$ cat src/rtl/vga_sync_monitor.sv
// Receive-side VGA sync monitor: synchronises hsync/vsync, measures line and
// frame timing in pixel ticks / lines, and reports lock once timing is stable.
module vga_sync_monitor #(
  parameter int H_W              = 11,
  parameter int V_W              = 10,
  parameter bit SYNC_ACTIVE_HIGH = 1'b1
) (
  input  logic           clk,
  input  logic           rst,
  input  logic           pix_en,
  input  logic           hsync_in,
  input  logic           vsync_in,
  output logic [H_W-1:0] h_total,
  output logic [H_W-1:0] h_sync_len,
  output logic [V_W-1:0] v_total,
  output logic [V_W-1:0] v_sync_len,
  output logic [H_W-1:0] hpos,
  output logic [V_W-1:0] vpos,
  output logic           line_start,
  output logic           frame_start,
  output logic           locked,
  output logic           timeout_err,
  output logic [1:0]     lock_state_o
);

  localparam logic           ACT       = SYNC_ACTIVE_HIGH;
  localparam logic [H_W-1:0] H_ONE     = 1;
  localparam logic [V_W-1:0] V_ONE     = 1;
  localparam logic [1:0]     ST_SEARCH = 2'd0;
  localparam logic [1:0]     ST_TRACK  = 2'd1;
  localparam logic [1:0]     ST_LOCKED = 2'd2;

  logic           h_meta_q, h_sync_q, v_meta_q, v_sync_q;
  logic           s_h, s_v;
  logic           h_prev_q, v_prev_q, h_seen_q, v_seen_q;
  logic [H_W-1:0] hcnt_q, hcnt_inc, h_total_q, h_sync_len_q;
  logic [V_W-1:0] vcnt_q, vcnt_inc, v_total_q, v_sync_len_q;
  logic           line_start_q, frame_start_q, locked_q;
  logic           h_lead, h_trail, v_lead, v_trail;
  logic           h_mismatch, v_mismatch;
  logic [1:0]     state_q, state_d;
  logic           line_bad_q, line_bad_d, first_q, first_d, vtrk_q, vtrk_d;

  // Normalise polarity so 1 always means "pulse active".
  assign s_h      = ~(h_sync_q ^ ACT);
  assign s_v      = ~(v_sync_q ^ ACT);
  assign hcnt_inc = hcnt_q + H_ONE;
  assign vcnt_inc = vcnt_q + V_ONE;
  assign h_lead   = pix_en & s_h & ~h_prev_q;
  assign h_trail  = pix_en & ~s_h & h_prev_q;
  // The vertical axis only advances on horizontal leading edges.
  assign v_lead   = h_lead & s_v & ~v_prev_q;
  assign v_trail  = h_lead & ~s_v & v_prev_q;

  always_ff @(posedge clk) begin
    if (rst) begin
      h_meta_q <= ~ACT;
      h_sync_q <= ~ACT;
      v_meta_q <= ~ACT;
      v_sync_q <= ~ACT;
    end else begin
      h_meta_q <= hsync_in;
      h_sync_q <= h_meta_q;
      v_meta_q <= vsync_in;
      v_sync_q <= v_meta_q;
    end
  end

  always_ff @(posedge clk) begin
    if (rst) begin
      h_prev_q      <= 1'b0;
      v_prev_q      <= 1'b0;
      h_seen_q      <= 1'b0;
      v_seen_q      <= 1'b0;
      hcnt_q        <= '0;
      vcnt_q        <= '0;
      h_total_q     <= '0;
      h_sync_len_q  <= '0;
      v_total_q     <= '0;
      v_sync_len_q  <= '0;
      line_start_q  <= 1'b0;
      frame_start_q <= 1'b0;
    end else begin
      line_start_q  <= h_lead;
      frame_start_q <= v_lead;
      if (pix_en) begin
        h_prev_q <= s_h;
        if (h_lead) begin
          hcnt_q <= '0;
          if (h_seen_q) h_total_q <= hcnt_inc;
          else          h_seen_q  <= 1'b1;
        end else if (!(&hcnt_q)) begin
          hcnt_q <= hcnt_inc;
        end
        if (h_trail && h_seen_q) h_sync_len_q <= hcnt_inc;
      end
      if (h_lead) begin
        v_prev_q <= s_v;
        if (v_lead) begin
          vcnt_q <= '0;
          if (v_seen_q) v_total_q <= vcnt_inc;
          else          v_seen_q  <= 1'b1;
        end else if (!(&vcnt_q)) begin
          vcnt_q <= vcnt_inc;
        end
        if (v_trail && v_seen_q) v_sync_len_q <= vcnt_inc;
      end
    end
  end

  assign h_mismatch = h_lead & h_seen_q & (hcnt_inc != h_total_q);
  assign v_mismatch = v_lead & (vcnt_inc != v_total_q);

  // vtrk marks that a v_total was captured since entering TRACK, so lock
  // needs two consecutive in-TRACK frame measurements that agree.
  always_comb begin
    state_d    = state_q;
    line_bad_d = line_bad_q;
    first_d    = first_q;
    vtrk_d     = vtrk_q;
    case (state_q)
      ST_SEARCH: begin
        line_bad_d = 1'b0;
        vtrk_d     = 1'b0;
        if (v_lead) begin
          state_d = ST_TRACK;
          first_d = 1'b1;
        end
      end
      ST_TRACK: begin
        if (h_lead) begin
          first_d = 1'b0;
          if (h_mismatch && !first_q) line_bad_d = 1'b1;
        end
        if (v_lead) begin
          if (vtrk_q && v_seen_q && !line_bad_q && !(h_mismatch && !first_q) && !v_mismatch) begin
            state_d = ST_LOCKED;
          end else begin
            line_bad_d = 1'b0;
            if (v_seen_q) vtrk_d = 1'b1;
          end
        end
      end
      ST_LOCKED: begin
        if (h_mismatch || v_mismatch || timeout_err) state_d = ST_SEARCH;
      end
      default: state_d = ST_SEARCH;
    endcase
  end

  always_ff @(posedge clk) begin
    if (rst) begin
      state_q    <= ST_SEARCH;
      line_bad_q <= 1'b0;
      first_q    <= 1'b0;
      vtrk_q     <= 1'b0;
      locked_q   <= 1'b0;
    end else begin
      state_q    <= state_d;
      line_bad_q <= line_bad_d;
      first_q    <= first_d;
      vtrk_q     <= vtrk_d;
      locked_q   <= (state_q == ST_LOCKED);
    end
  end

  assign h_total      = h_total_q;
  assign h_sync_len   = h_sync_len_q;
  assign v_total      = v_total_q;
  assign v_sync_len   = v_sync_len_q;
  assign hpos         = hcnt_q;
  assign vpos         = vcnt_q;
  assign line_start   = line_start_q;
  assign frame_start  = frame_start_q;
  assign locked       = locked_q;
  assign timeout_err  = (&hcnt_q) | (&vcnt_q);
  assign lock_state_o = state_q;

endmodule

$ cat config.mk
export PLATFORM = sky130hd
export DESIGN_NAME = vga_sync_monitor
export DESIGN_NICKNAME = d
export VERILOG_FILES = /design/src/rtl/vga_sync_monitor.sv
export SDC_FILE = /design/constraint.sdc
export NUM_CORES = 1
export LEC_CHECK = 0
export ABC_CLOCK_PERIOD_IN_PS = 5800
export BUFFER_PORTS_ARGS = -buffer_cell sky130_fd_sc_hd__buf_4
export CAP_MARGIN = 20
export CORE_MARGIN = 3
export CORE_UTILIZATION = 50
export DETAILED_ROUTE_END_ITERATION = 10
export HOLD_SLACK_MARGIN = 0.06
export PLACE_DENSITY = 0.83
export SYNTH_ARGS = -nofsm -noshare
export SYNTH_HDL_FRONTEND = slang
export SYNTH_SLANG_ARGS = --single-unit
export TNS_END_PERCENT = 5
$ cat constraint.sdc
create_clock -name clk -period 5.8 [get_ports clk]
set_clock_uncertainty 0.2 [all_clocks]
set_input_delay 1.16 -clock clk [delete_from_list [all_inputs] [get_ports clk]]
set_output_delay 1.16 -clock clk [all_outputs]
set_load 0.02 [all_outputs]
==> metrics <==
H-tree depth 3; setup violators final 0; worst path cell trace ha_1 -> nand2_1 -> nor2_1 -> nand3_1 -> nand2_1 -> buf_4; vias 3574; die area 8990 um^2; postcts setup bufs 0; Max Root-Sink Buffers 2; # rows 31; WL met3 793 um; total CTS buffers 9; Data arrival, critical path 2380 ps; flops & latches, synth 79; initial DRC count 164; Syn. warnings 0; Sw Ratio 0.226; CP delay by family, top simple AND/OR/NAND/NOR gates; Crit Path Max Fanout 9; Sw Pwr 228 uW; Clock Power Share 0.408; CP endpoint kind output pin; WP data required 4440 ps; outcome complete, no violations; Async S/R FF share, synth 0; Adder-Cell Fraction of Synth Area 0.00635; Mapped Nets 479; mux contribution to synthesized area 0.0209; Slew headroom 0.450; post-DP HPWL 7250 um; Setup crit start kind flip-flop; combinational power share 0.045; Leak 0.00170 uW; most used cell, CP nand2_1; HP Class reg2reg; I/O pins 74; Reg power frac 0.546; Cells after Synth 472; Remaining DRCs 0; Setup crit start vpos[0]; sequential element share of the synthesized area 0.401; DIE WIDTH 94.8 um; pin count of the biggest net entering global routing 75; syn_area_per_cell 8.35 um^2; Layout area overhead 18.2%; Hold Crit Start v_meta_q; max incr delay on CP 440 ps; diode count 0; Pre-Repair DR Iteration Count 5; Setup Crit Path Kind reg2out; CTS tree built; Crit path buffers/inverters 1; worst slew pin tran 823 ps; clock slew seen by the registers of the worst setup and hold paths 80 ps; initial antenna violation count 0; Synth Area in Simple Gates 0.241; main combinational cell family by area after synthesis simple AND/OR/NAND/NOR gates; Int Pwr 782 uW; Pwr per Cell Area 217 nW/um^2; met1 wire length 4790 um; vias in the first global route 3262; routability cong. 0.950; Hold Fails Final Rpt 0; Final Cycle Share 0.645; Port Buffers 73; share of layout cells above drive strength 1 0.192; insertion delay to the later sink of the worst-skew pair 350 ps; CTS-repair resized insts 0; highest clock rate 267 MHz; total track usage 0.231; dominant synthesized flop cell dfxtp_1; metal2 WL 4480 um; RSZ-0062 raised after global routing false; number of flops mapped to enable cells by yosys 0; Post-CTS Hold Buffers 0; final worst slack 2060 ps; Fin Setup TNS 0 ps; Vert. Die Dim 94.8 um; drt via density 5.73; core area 7450 um^2; drt wl/cell 16.3 um; compound-cell area share of the yosys netlist 0.207; Distinct cells, synth 58; Final Slew Violations 0; Max VDD drop 0.167 mV; final wirelength 10200 um; global route total overflow 0; first-pass GRT wire length 16200 um; worst slack, placed 2210 ps; fin nets 528; root buffer cell clkbuf_8; Routed Antenna Nets 0; # clock sinks 79; Worst path slowest cell dfxtp_1; r2r startpoint hpos[0]; min Tclk post-route 3740 ps; Synth Cell Area 3940 um^2; initial core utilization 0.529; highest metal used met4; xor/xnor share of the synthesized area 0.0739; Max Cap Violations 0
[synth_stat cells, types with 5 or more instances]
library cell  instances  share of area
a211oi_1             38          0.072
a21oi_1              31          0.039
a31oi_1               5         0.0079
and3_1                6         0.0095
buf_2                 6         0.0076
buf_4                 5         0.0095
clkbuf_1             23          0.022
dfxtp_1              79           0.40
inv_1                 9         0.0086
mux2i_1               6          0.015
nand2_1              34          0.032
nand3_1              12          0.015
nor2_1               74          0.070
nor2b_1               9          0.014
nor3_1                7         0.0089
nor4_1                8          0.013
o21ai_0              22          0.028
xnor2_1              19          0.042
xor2_1                9          0.020
[worst reg2reg max path: stages (launching register included)]
cell      delay [ps]
dfxtp_1          510
ha_1             380
nand3_1          290
nor3_4           350
mux2_1           370
nor4_1           240
a31o_2           260
o211ai_1         130
a21oi_1          160
[power groups by stage]
stage          logic [uW]  registers, uW  clock network (uW)
2_1_floorplan        31.3            565                   0
3_3_place_gp         44.1            564                   0
3_5_place_dp         44.9            565                   0
4_1_cts              45.5            552                 420
5_1_grt              50.4            553                 438
6_report             46.0            552                 412
[cells by family (layout without fill, tap and decap cells)]
family,after synthesis,count (layout)
xor+xnor,30,30
mux,8,8
flops,79,79
simple gates,186,186
fa+ha+maj,2,2
buf+inv,45,98
compound gates,122,122
[worst paths after layout]
path                          end  slack, ps  depth (start not counted)
setup / recovery      timeout_err       2060                          6
hold / removal                s_v        240                          1
setup reg to reg  lock_state_o[1]       2840                          8
hold reg to reg               s_v        240                          1
[metal layers]
layer  vias up  GRT usage
li1       1785          -
met2       112      0.339
met3        10     0.0422
met4         0     0.0925
met1      1667      0.333
met5         -          0
[layout by cell type, fill, tap and decap left out, types with 3 or more instances in the layout]
cell / netlist / routed
dfxtp_1: 79 / 79
nor2_1: 74 / 74
buf_4: 5 / 73
a211oi_1: 38 / 38
nand2_1: 34 / 34
a21oi_1: 31 / 31
o21ai_0: 22 / 22
xnor2_1: 19 / 19
nand3_1: 12 / 12
clkbuf_8: 0 / 11
xor2_1: 9 / 9
nor2b_1: 9 / 9
inv_1: 9 / 9
nor4_1: 8 / 8
nor3_1: 7 / 7
and3_1: 6 / 6
mux2i_1: 6 / 6
a31oi_1: 5 / 5
or3_1: 4 / 4
nand3b_1: 4 / 4
nand2b_1: 4 / 4
a311oi_1: 4 / 4
o211ai_1: 4 / 4
and2_1: 3 / 3
a21o_1: 3 / 3
[state kept, by name, summed over array words and instances (netlist names)]
name / cells
first_q: 1
frame_start: 1
h_meta_q: 1
h_prev_q: 1
h_seen_q: 1
h_sync_len: 11
h_sync_q: 1
h_total: 11
hpos: 11
line_bad_q: 1
line_start: 1
lock_state_o: 2
locked: 1
s_v: 1
v_meta_q: 1
v_prev_q: 1
v_seen_q: 1
v_sync_len: 10
v_total: 10
vpos: 10
vtrk_q: 1
[metrics by stage]
step | instance area, um^2 | util | total power (uW) | hold slack, ps | cells
2_1_floorplan | 3940 | - | 596 | 214 | 472
3_3_place_gp | 4450 | 0.598 | 608 | 220 | 608
3_5_place_dp | 4450 | 0.598 | 610 | 229 | 608
4_1_cts | 4650 | 0.624 | 1020 | 247 | 623
5_1_grt | 4660 | 0.626 | 1040 | 273 | 624
6_report | 4660 | 0.626 | 1010 | 242 | 624
[cell type report]
| type | instances | area (um^2) |
|---|---|---|
| inverter | 9 | 33.8 |
| multi-input combinational | 348 | 2170 |
| timing repair buffer | 74 | 559 |
| clock buffer | 12 | 155 |
| tap | 99 | 124 |
| fill | 689 | 2790 |
| sequential | 79 | 1580 |
| clock inverter | 3 | 42.5 |
Note: power is estimated with default switching activity, not from simulation.
